===== src/rtl/ksa_engine.sv =====
// RC4 key-scheduling engine: fills the shared S-memory with the identity
// permutation, then runs the KSA swap loop and pulses fin_strobe when done.
module ksa_engine #(
    parameter int unsigned KEY_BYTES = 3
) (
    input  logic                   clk,
    input  logic                   rst_n,
    input  logic                   start,
    input  logic [8*KEY_BYTES-1:0] key,
    input  logic [7:0]             data_from_s_mem,
    output logic                   wr_en,
    output logic [7:0]             addr_to_s_mem,
    output logic [7:0]             data_to_s_mem,
    output logic                   task_on,
    output logic                   fin_strobe
);

    localparam int unsigned KW = (KEY_BYTES > 1) ? $clog2(KEY_BYTES) : 1;

    typedef enum logic [3:0] {
        S_IDLE,
        S_INIT,
        S_RD_I,
        S_LAT_I,
        S_RD_J,
        S_LAT_J,
        S_WR_I,
        S_WR_J,
        S_DONE
    } state_t;

    state_t        state_q, state_d;
    logic [7:0]    i_q, i_d;
    logic [7:0]    j_q, j_d;
    logic [KW-1:0] kidx_q, kidx_d;
    logic [7:0]    s_i_q, s_i_d;
    logic [7:0]    s_j_q, s_j_d;
    logic [7:0]    key_byte;

    // Key byte selected by the key index; byte 0 is the most-significant byte.
    always_comb begin
        key_byte = '0;
        for (int unsigned b = 0; b < KEY_BYTES; b++) begin
            if (kidx_q == KW'(b)) begin
                key_byte = key[8*(KEY_BYTES-1-b) +: 8];
            end
        end
    end

    // State and datapath registers.
    always_ff @(posedge clk or negedge rst_n) begin
        if (!rst_n) begin
            state_q <= S_IDLE;
            i_q     <= '0;
            j_q     <= '0;
            kidx_q  <= '0;
            s_i_q   <= '0;
            s_j_q   <= '0;
        end else begin
            state_q <= state_d;
            i_q     <= i_d;
            j_q     <= j_d;
            kidx_q  <= kidx_d;
            s_i_q   <= s_i_d;
            s_j_q   <= s_j_d;
        end
    end

    // Next-state and datapath updates.
    always_comb begin
        state_d = state_q;
        i_d     = i_q;
        j_d     = j_q;
        kidx_d  = kidx_q;
        s_i_d   = s_i_q;
        s_j_d   = s_j_q;
        unique case (state_q)
            S_IDLE: begin
                if (start) begin
                    state_d = S_INIT;
                    i_d     = '0;
                end
            end
            S_INIT: begin
                i_d = i_q + 8'd1;
                if (i_q == 8'hFF) begin
                    state_d = S_RD_I;
                    j_d     = '0;
                    kidx_d  = '0;
                end
            end
            S_RD_I: state_d = S_LAT_I;
            S_LAT_I: begin
                s_i_d   = data_from_s_mem;
                j_d     = j_q + data_from_s_mem + key_byte;
                state_d = S_RD_J;
            end
            S_RD_J: state_d = S_LAT_J;
            S_LAT_J: begin
                s_j_d   = data_from_s_mem;
                state_d = S_WR_I;
            end
            S_WR_I: state_d = S_WR_J;
            S_WR_J: begin
                i_d    = i_q + 8'd1;
                kidx_d = (kidx_q == KW'(KEY_BYTES - 1)) ? '0 : kidx_q + KW'(1);
                state_d = (i_q == 8'hFF) ? S_DONE : S_RD_I;
            end
            S_DONE: state_d = S_IDLE;
            default: state_d = S_IDLE;
        endcase
    end

    // Memory-port and status outputs decoded from registered state only.
    always_comb begin
        wr_en         = 1'b0;
        addr_to_s_mem = '0;
        data_to_s_mem = '0;
        task_on       = (state_q != S_IDLE);
        fin_strobe    = 1'b0;
        unique case (state_q)
            S_INIT: begin
                addr_to_s_mem = i_q;
                data_to_s_mem = i_q;
                wr_en         = 1'b1;
            end
            S_RD_I, S_LAT_I: addr_to_s_mem = i_q;
            S_RD_J, S_LAT_J: addr_to_s_mem = j_q;
            S_WR_I: begin
                addr_to_s_mem = i_q;
                data_to_s_mem = s_j_q;
                wr_en         = 1'b1;
            end
            S_WR_J: begin
                addr_to_s_mem = j_q;
                data_to_s_mem = s_i_q;
                wr_en         = 1'b1;
            end
            S_DONE: fin_strobe = 1'b1;
            default: ;
        endcase
    end

endmodule

===== config.mk =====
export PLATFORM = sky130hd
export DESIGN_NAME = ksa_engine
export DESIGN_NICKNAME = d
export VERILOG_FILES = /design/src/rtl/ksa_engine.sv
export SDC_FILE = /design/constraint.sdc
export NUM_CORES = 1
export LEC_CHECK = 0
export ABC_AREA = 1
export BUFFER_PORTS_ARGS = -buffer_cell sky130_fd_sc_hd__buf_2
export CAP_MARGIN = 25
export CELL_PAD_IN_SITES_DETAIL_PLACEMENT = 1
export CELL_PAD_IN_SITES_GLOBAL_PLACEMENT = 1
export CORE_MARGIN = 2
export CORE_UTILIZATION = 39
export CTS_CLUSTER_SIZE = 16
export DETAILED_ROUTE_END_ITERATION = 8
export GPL_TIMING_DRIVEN = 0
export PLACE_DENSITY = 0.87
export SLEW_MARGIN = 10
export SYNTH_ARGS = -nofsm -noshare
export SYNTH_HDL_FRONTEND = slang
export SYNTH_SLANG_ARGS = --single-unit

===== constraint.sdc =====
create_clock -name clk -period 3.2 [get_ports clk]
set_input_delay 0.16 -clock clk [delete_from_list [all_inputs] [get_ports clk]]
set_output_delay 0.16 -clock clk [all_outputs]
set_load 0.1 [all_outputs]

; Word level (Yosys, flattened, before mapping)
; Cells that the tools add are included.
[op_classes]
addsub = 4
n_eq_ne = 13
muxes = 18
n_reduce_logical = 14
[op_table]
columns = op, count
row1 = 8-bit one-hot mux with 2 select lines, 3
row2 = 8-bit 2-to-1 mux, 5
row3 = 4-bit one-hot mux with 8 select lines, 1
row4 = 8-bit one-hot mux with 3 select lines, 1
row5 = 8-bit adder, 2
row6 = "4-bit by 3-bit equality test with 1-bit output, second input constant", 4
row7 = 4-bit 2-to-1 mux, 3
row8 = "8-bit by 1-bit adder with 8-bit output, second input constant", 1
row9 = "4-bit by 2-bit equality test with 1-bit output, second input constant", 2
row10 = "8-bit equality test, second input constant", 1
row11 = 2-bit AND reduction, 4
row12 = 2-bit nonzero test, 3
row13 = 3-bit OR reduction, 2
row14 = "4-bit by 1-bit equality test with 1-bit output, second input constant", 1
row15 = "4-bit equality test, second input constant", 1
row16 = 4-bit zero test, 1
row17 = 2-bit 2-to-1 mux, 2
row18 = "2-bit inequality test, second input constant", 2
row19 = 2-bit one-hot mux with 2 select lines, 1
row20 = 4-bit nonzero test, 1
row21 = 4-bit OR reduction, 1
row22 = "2-bit by 1-bit adder with 2-bit output, second input constant", 1
row23 = "2-bit by 1-bit equality test with 1-bit output, second input constant", 1
row24 = "2-bit equality test, second input constant", 1
row25 = other kinds (3), 4
[totals]
register_bits = 38
in_bits = 35
out_inout_bits = 19

; Depth between registers and ports, before layout
; Gate-level depths: netlist (run 1).
[depth]
ltp_word = 6
depth_mapped = 16

; Worst setup path after synthesis (run 1)
; OpenSTA, ideal clock, no wires.
[synth_timing]
path_type = register to output
startpoint = register state_q[2]
endpoint = output addr_to_s_mem[0]
t_arrival_ps = 3084
required_ps = 3040
setup_slack_ps = -44
path_stages_with_launch = 7
n_path_buf = 0
cell_sequence = dfrtp_1 -> inv_1 -> nor2_4 -> inv_2 -> nor2_4 -> a21oi_2 -> o21ai_0
[synth_between]
elab_chain_cells = 3
elab_cells_between_ends = 10
[synth_rtl]
columns = element, line_no
row1 = "start, declared", 32  ; state_t state_q, state_d;
row2 = "start signal, assigned", 60  ; state_q <= state_d;
row3 = "4-bit by 1-bit equality test with 1-bit output, or another cell as far along", 121  ; unique case (state_q)
row4 = 4-bit OR reduction (no source line) / 3-bit OR reduction (equally long branches), --
row5 = 8-bit one-hot mux with 2 select lines *, 121
row6 = "end, declared", 12  ; output logic [7:0] addr_to_s_mem,
; Every way passes the cells marked *; elsewhere a longest branch is shown, timed or not.

; Worst setup path after layout (run 1)
[layout_timing]
startpoint = register kidx_q[0]
endpoint = register j_q[7]
[layout_between]
elab_chain_cells = 6
elab_cells_between_ends = 8
[layout_rtl]
columns = element, line_no
row1 = "start, declared", 35  ; logic [KW-1:0] kidx_q, kidx_d;
row2 = "start signal, assigned", 63  ; kidx_q <= kidx_d;
row3 = 2-bit zero test, 44  ; if (kidx_q == KW'(b)) begin
row4 = 8-bit 2-to-1 mux (2 in a row), 44
row5 = 8-bit 2-to-1 mux *, 44
row6 = 8-bit adder *, 95  ; j_d = j_q + data_from_s_mem + key_byte;
row7 = 8-bit one-hot mux with 2 select lines *, 77  ; unique case (state_q)
row8 = "end signal, assigned", 62  ; j_q <= j_d;
row9 = "end, declared", 34  ; logic [7:0] j_q, j_d;
; Marks and branches as above.
; A chain may end at the register's enable or synchronous reset.

==> results.py, run 1 <==
metrics = {
    "critical_path": {
        "critPathLaunchType": "register",
        "cp_common_cell": "nand3_1",
        "cpMaxStageDelayCell": "fa_1",
        "slowest_delay_ns": 0.43,
        "cpLargestDelayFamily": "simple AND/OR/NAND/NOR gates",
        "cp-end-kind": "register",
        "cp_data_required_time_ns": 3.39,
        "cp_cell_sequence": "inv_1 > nor2_1 > nand2_1 > nand3_1 > fa_1 > ha_1 > inv_1 > fa_1 > nor3_1 > nor2_1 > nand3_1 > nand3_1 > nand2_1",
        "path_buf_inv": 2,
        "crit_fanout": 7,
        "crit_arrival_ns": 2.95,
        "critPathKind": "register to register",
    },
    "clock_tree": {
        "htree_levels": 2,
        "cts_buffer_depth": 2,
        "postCtsHoldBufs": 0,
        "cts_tree": "built",
        "cts_resized": 0,
        "clk_pin_slew_ns": 0.08,
        "clock_sinks": 38,
        "cts_setup_buffers": 0,
        "root_buffer": "clkbuf_8",
        "clk_latency_ns": 0.30,
        "tritoncts.num_buffers": 5,
    },
    "sta": {
        "timing.fmax_mhz": 362,
        "setup_viol": 0,
        "setup_tns_ns": 0,
        "grt_setup_unrepaired": "false",
        "fin_crit_sh": 0.863,
        "hold_viol": 38,
        "final_max_slew_viol_count": 0,
        "hold_ws_ns": -0.0306,
        "max_slew.worst_pin.slew_ns": 0.871,
        "finClkSkew_ns": 0.00630,
        "max_slew_margin": 0.419,
        "fin_crit_ns": 2.76,
    },
    "floorplanning": {
        "die_x_um": 84.7,
        "initial_core_util": 0.402,
        "rows": 29,
        "fp.dieH_um": 84.7,
        "num_io_pins": 54,
        "core-area_um2": 6310,
        "dieArea_um2": 7170,
    },
    "status": {
        "violations": "hold timing",
        "status": "complete, but fails checks",
    },
    "pwr": {
        "power_uw": 1730,
        "leakage_uw": 0.00158,
        "power_density_nw_per_um2": 569,
        "ir_drop_uv": 280,
    },
    "drt": {
        "dr.pass1.iters": 4,
        "drt-initial-drc-count": 102,
        "viasPerCell": 5.20,
        "drc": 0,
        "drt-total-wl_um": 7690,
        "ant_nets": 0,
        "dr_total_vias": 2491,
        "post_drt_wl_per_cell_um": 16.1,
    },
    "logic_synthesis": {
        "syn_area_um2": 2540,
        "netlist.area_leader.share": 0.375,
        "yosys_register_bits": 38,
        "yosysSeqAreaShare": 0.375,
        "synth.area.top_cells": "dfrtp_1, nand2_1, o21ai_0",
        "synth_warnings": 0,
        "syn-num-nets": 391,
        "yosysUniqueCellTypes": 27,
        "synth_area_leader_cell": "dfrtp_1",
        "syn_inst": 341,
        "synth_area_per_cell_um2": 7.44,
    },
    "global_routing": {
        "grt_usage": 0.229,
        "grt_pass1_wl_um": 13100,
        "grt_pass1_vias": 2702,
        "overflow": 0,
        "grt_max_degree": 39,
        "antenna_found_initial": 0,
    },
    "cells_and_area": {
        "stdcell_area_um2": 3040,
        "fin_nets": 451,
        "insertedDiodeCount": 0,
        "area_delta_synth_final_pct": 19.9,
        "drive_gt1_frac": 0.199,
        "num-fill-cells": 848,
    },
    "hold_path": {
        "min_path_type": "primary input to asynchronous set/reset pin",
    },
    "run": {
        "cap_violations": 0,
    },
    "place": {
        "gp_congestion": 0.765,
        "placed_cell_area_um2": 2900,
        "dp_hpwl_um": 6000,
        "io_buffers": 53,
    },
}
## cell usage in the layout, fill, tap and decap left out, types with 4 or more instances in the layout
| cell type | n |
|---|---|
| nand2_1 | 117 |
| buf_2 | 53 |
| inv_1 | 41 |
| o21ai_0 | 38 |
| dfrtp_1 | 38 |
| nand3_1 | 24 |
| nor2_1 | 15 |
| o211ai_1 | 8 |
| fa_1 | 8 |
| ha_1 | 7 |
| nor2_4 | 6 |
| clkbuf_8 | 6 |
| nor3_1 | 5 |
| xor2_1 | 5 |
| a21oi_1 | 5 |
| o22ai_1 | 4 |
## cell type report
type	count	area [um^2]	area share
Timing Repair Buffer	53	265	0.0872
Sequential cell	38	951	0.313
Buffer	5	41.3	0.0136
Clock buffer	6	82.6	0.0271
Inverter	45	170	0.0559
Tap cell	77	96.3	0.0317
Multi-Input combinational cell	253	1380	0.452
Clock inverter	2	60.1	0.0197
## path summary, 6_finish.rpt
kind / from / end / slack, ns / depth (start not counted)
hold / removal: rst_n / i_q[5] / -0.03 / 1
hold reg to reg: s_i_q[3] / s_i_q[3] / 0.49 / 2
setup reg to reg: kidx_q[0] / j_q[7] / 0.44 / 13
max in group asynchronous: rst_n / s_j_q[7] / 2.68 / 1
min in group clk: data_from_s_mem[4] / s_i_q[4] / 0.18 / 3
setup / recovery: kidx_q[0] / j_q[7] / 0.44 / 13
## cell usage after synthesis
| cell | n |
|---|---|
| inv_1 | 41 |
| nand3_1 | 24 |
| a21oi_2 | 1 |
| o21ai_1 | 1 |
| buf_6 | 2 |
| clkbuf_1 | 1 |
| o22ai_1 | 4 |
| a32oi_1 | 1 |
| nor2_4 | 6 |
| nor2_2 | 2 |
| nand4_1 | 2 |
| o21ai_0 | 38 |
| ha_1 | 7 |
| nand2_2 | 2 |
| o211ai_1 | 8 |
| fa_1 | 8 |
| nor2_1 | 15 |
| buf_4 | 2 |
| nor3_1 | 5 |
| nand2_1 | 117 |
| inv_2 | 3 |
| dfrtp_1 | 38 |
| o21bai_1 | 1 |
| a21oi_1 | 5 |
| xor2_1 | 5 |
| a21o_1 | 1 |
| clkinv_2 | 1 |
## power by group
group / switching [uW] / internal, uW / leakage (uW)
registers: 75.3 / 541 / 0.000459
clock network: 185 / 333 / 0.0000714
logic: 360 / 237 / 0.00105
total: 620 / 1110 / 0.00158
## worst register-to-register path: cells and delay by family, from the launching register on
kind / cells / cell delay (ns)
buffers and inverters: 2 / 0.20
flip-flops: 1 / 0.42
AND/OR/NAND/NOR: 8 / 1.10
adder cells (fa/ha/maj): 3 / 0.92
## state kept, by name (all words and copies together), names as in the netlist
signal   cells
i_q          8
s_i_q        8
state_q      4
s_j_q        8
kidx_q       2
j_q          8
## kinds of logic (layout without fill, tap and decap cells)
group | count (synthesis) | after routing | synth area share
adders and majority gates | 15 | 15 | 0.0976
DFF | 38 | 38 | 0.375
xor gates and xnor gates | 5 | 5 | 0.0173
and+or+nand+nor | 173 | 173 | 0.294
AOI/OAI and AO/OA | 60 | 60 | 0.133
buffers and inverters | 50 | 111 | 0.0833
## metrics by stage
stage               utilization  cells  worst slack [ns]
global route              0.482    479            0.0659
finish                    0.482    479             0.437
global placement          0.459    471             0.495
CTS                       0.482    479             0.379
floorplan                     -    341           -0.0440
detailed placement        0.459    471             0.415
## metal layers
| metal | up-vias | part of all wire | GRT usage |
|---|---|---|---|
| met5 | - | 0 | 0 |
| met4 | 0 | 0.0056 | 0.0346 |
| met3 | 5 | 0.040 | 0.0344 |
| met2 | 62 | 0.50 | 0.404 |
| met1 | 1208 | 0.45 | 0.303 |
| li1 | 1216 | - | - |
Note: power is estimated with default switching activity, not from simulation.
==> run 2: changes to the inputs <==
--- a/config.mk
+++ b/config.mk
@@ -14,7 +14,6 @@
 export CORE_UTILIZATION = 39
 export CTS_CLUSTER_SIZE = 16
 export DETAILED_ROUTE_END_ITERATION = 8
-export GPL_TIMING_DRIVEN = 0
 export PLACE_DENSITY = 0.87
 export SLEW_MARGIN = 10
 export SYNTH_ARGS = -nofsm -noshare
==> constraint.sdc (replaced) <==
create_clock -name clk -period 2.6 [get_ports clk]
set_input_delay 0.13 -clock clk [delete_from_list [all_inputs] [get_ports clk]]
set_output_delay 0.13 -clock clk [all_outputs]
set_load 0.1 [all_outputs]
==> run 2 against run 1 <==
The run now ends clean; hold slack better by 0.17 ns; worst setup slack lost 0.37 ns; power rose by 31%; combinational power up 49%; routed wire length rose by 2.0%; final area increased by 2.7%; final cell count grew 0.42%; fmax up 9.1%; via count rose by 1.4%; non-clock buffer count rose by 2; sequential cell count stayed put; die area did not move; critical path type unchanged; critical endpoint is now j_q[5].
==> results.py, run 2 (same netlist as run 1, synthesis figures left out) <==
metrics = {
    "cells_and_area": {
        "area_delta_synth_final_pct": 23.1,
        "final_cell_mix": "nand2_1, buf_2, inv_1, o21ai_0, dfrtp_1",
        "final_cells": 481,
        "num-fill-cells": 831,
        "insertedDiodeCount": 0,
        "layout_commonest_cell": "nand2_1",
        "finish.utilization": 0.495,
        "fin_nets": 453,
        "drive_gt1_frac": 0.240,
    },
    "global_routing": {
        "grt_pass1_vias": 2797,
        "grt_max_degree": 39,
        "met2_usage": 0.394,
        "antenna_found_initial": 0,
        "grt_usage": 0.225,
        "grt_pass1_wl_um": 12900,
        "overflow": 0,
        "top_usage_layer": "met2",
        "grt_util_met3": 0.0324,
        "met1_usage": 0.285,
    },
    "critical_path": {
        "cp-end-kind": "register",
        "crit_fanout": 6,
        "r2r_cells": 12,
        "cp_data_required_time_ns": 2.79,
        "timing.rr.end": "j_q[5]",
        "critPathKind": "register to register",
        "rrSetupSlack_ns": 0.07,
        "crit_arrival_ns": 2.73,
        "r2r_start": "kidx_q[0]",
        "critPathLaunchType": "register",
    },
    "clock_tree": {
        "htree_levels": 2,
        "clock_sinks": 38,
        "clk_pin_slew_ns": 0.08,
        "cts_tree": "built",
        "root_buffer": "clkbuf_8",
        "cts_buffer_depth": 2,
        "clk_latency_ns": 0.30,
        "tritoncts.num_buffers": 5,
    },
    "hold_path": {
        "hold_depth": 3,
        "holdCritStartpoint": "data_from_s_mem[2]",
        "min_to": "s_j_q[2]",
        "min_path_type": "primary input to register",
    },
    "drt": {
        "dr_total_vias": 2526,
        "ant_nets": 0,
        "drt-initial-drc-count": 93,
        "viasPerCell": 5.25,
        "drt-total-wl_um": 7850,
        "dr.pass1.iters": 4,
        "post_drt_wl_per_cell_um": 16.3,
        "drc": 0,
    },
    "pwr": {
        "power_density_nw_per_um2": 723,
        "ir_drop_uv": 358,
        "leakage_uw": 0.00159,
        "power_uw": 2260,
    },
    "run": {
        "cap_violations": 0,
    },
    "place": {
        "dp_cells": 467,
        "io_buffers": 53,
        "gp_congestion": 0.786,
        "dp_hpwl_um": 6070,
    },
    "sta": {
        "timing.fmax_mhz": 395,
        "setup_viol": 0,
        "fin_crit_sh": 0.974,
        "max_slew.worst_pin.slew_ns": 0.862,
        "hold_viol": 0,
        "final_max_slew_viol_count": 0,
        "hold_ws_ns": 0.136,
        "max_slew_margin": 0.425,
        "finClkSkew_ns": 0.00571,
        "fin_crit_ns": 2.53,
        "grt_setup_unrepaired": "true",
    },
    "status": {
        "status": "finished, final reports clean",
    },
    "floorplanning": {
        "die_x_um": 84.7,
        "initial_core_util": 0.402,
        "core-area_um2": 6310,
        "rows": 29,
        "num_io_pins": 54,
        "fp.dieH_um": 84.7,
        "dieArea_um2": 7170,
    },
}
## run 2: cell types whose count changed in the layout (fill, tap and decap cells not counted), sizes merged
cell	before	now
clkbuf	7	5
buf	57	59
clkinv	1	2
dlygate4sd3	0	1
## run 2: power breakdown
group	internal, uW	switching, uW
registers	666	91.3
logic	379	509
clock network	384	230
## run 2: repair_timing
item	in CTS	in global routing
pin swaps	0	5
hold endpoints to repair	38	0
gates resized for setup	1	19
setup buffers	0	5
hold buffers	1	0
setup endpoints to repair	2	6
## run 2: worst max-delay path, cell delays in order (launching register included)
cell and delay (ns):
dfrtp_2 0.43, buf_4 0.14, nor2_4 0.05, nand2_1 0.06, nand3_1 0.08, fa_1 0.52
ha_2 0.19, inv_1 0.08, fa_2 0.43, o21bai_1 0.19, a21oi_1 0.09, o21ai_0 0.09
nand2_1 0.07
## run 2: area by class of cell
type,instances,area (um^2),share of cell area
clock buffers,5,68.8,0.0220
repair buffers,60,320,0.103
clock inverters,3,68.8,0.0220
well taps,77,96.3,0.0308
multi-input cells,253,1450,0.463
inverters,45,170,0.0545
flip-flops and latches,38,953,0.305
## run 2: metal layers
metal  routed length, um  up-vias
met2                4020       73
met3                 346       14
li1                    -     1221
met5                   0        -
met4                 178        0
met1                3310     1218
## run 2: through the flow
stage	worst slack (ns)	area, um^2	setup TNS [ns]
5_1_grt	-0.167	3120	-0.287
6_report	0.0671	3120	0
3_3_place_gp	0.0935	2870	0
4_1_cts	0.00108	3020	0
3_5_place_dp	-0.0146	2870	-0.0146
2_1_floorplan	-0.614	2540	-3.63
## run 2: how the worst max path moves through the flow
stage / startpoint / end / cells past startpoint
final: kidx_q[0] / j_q[5] / 12
after global routing: kidx_q[1] / j_q[7] / 16
after CTS: kidx_q[0] / j_q[7] / 14
after detailed placement: kidx_q[0] / j_q[7] / 14
after global placement: kidx_q[1] / j_q[7] / 12
after floorplan: state_q[2] / addr_to_s_mem[0] / 6
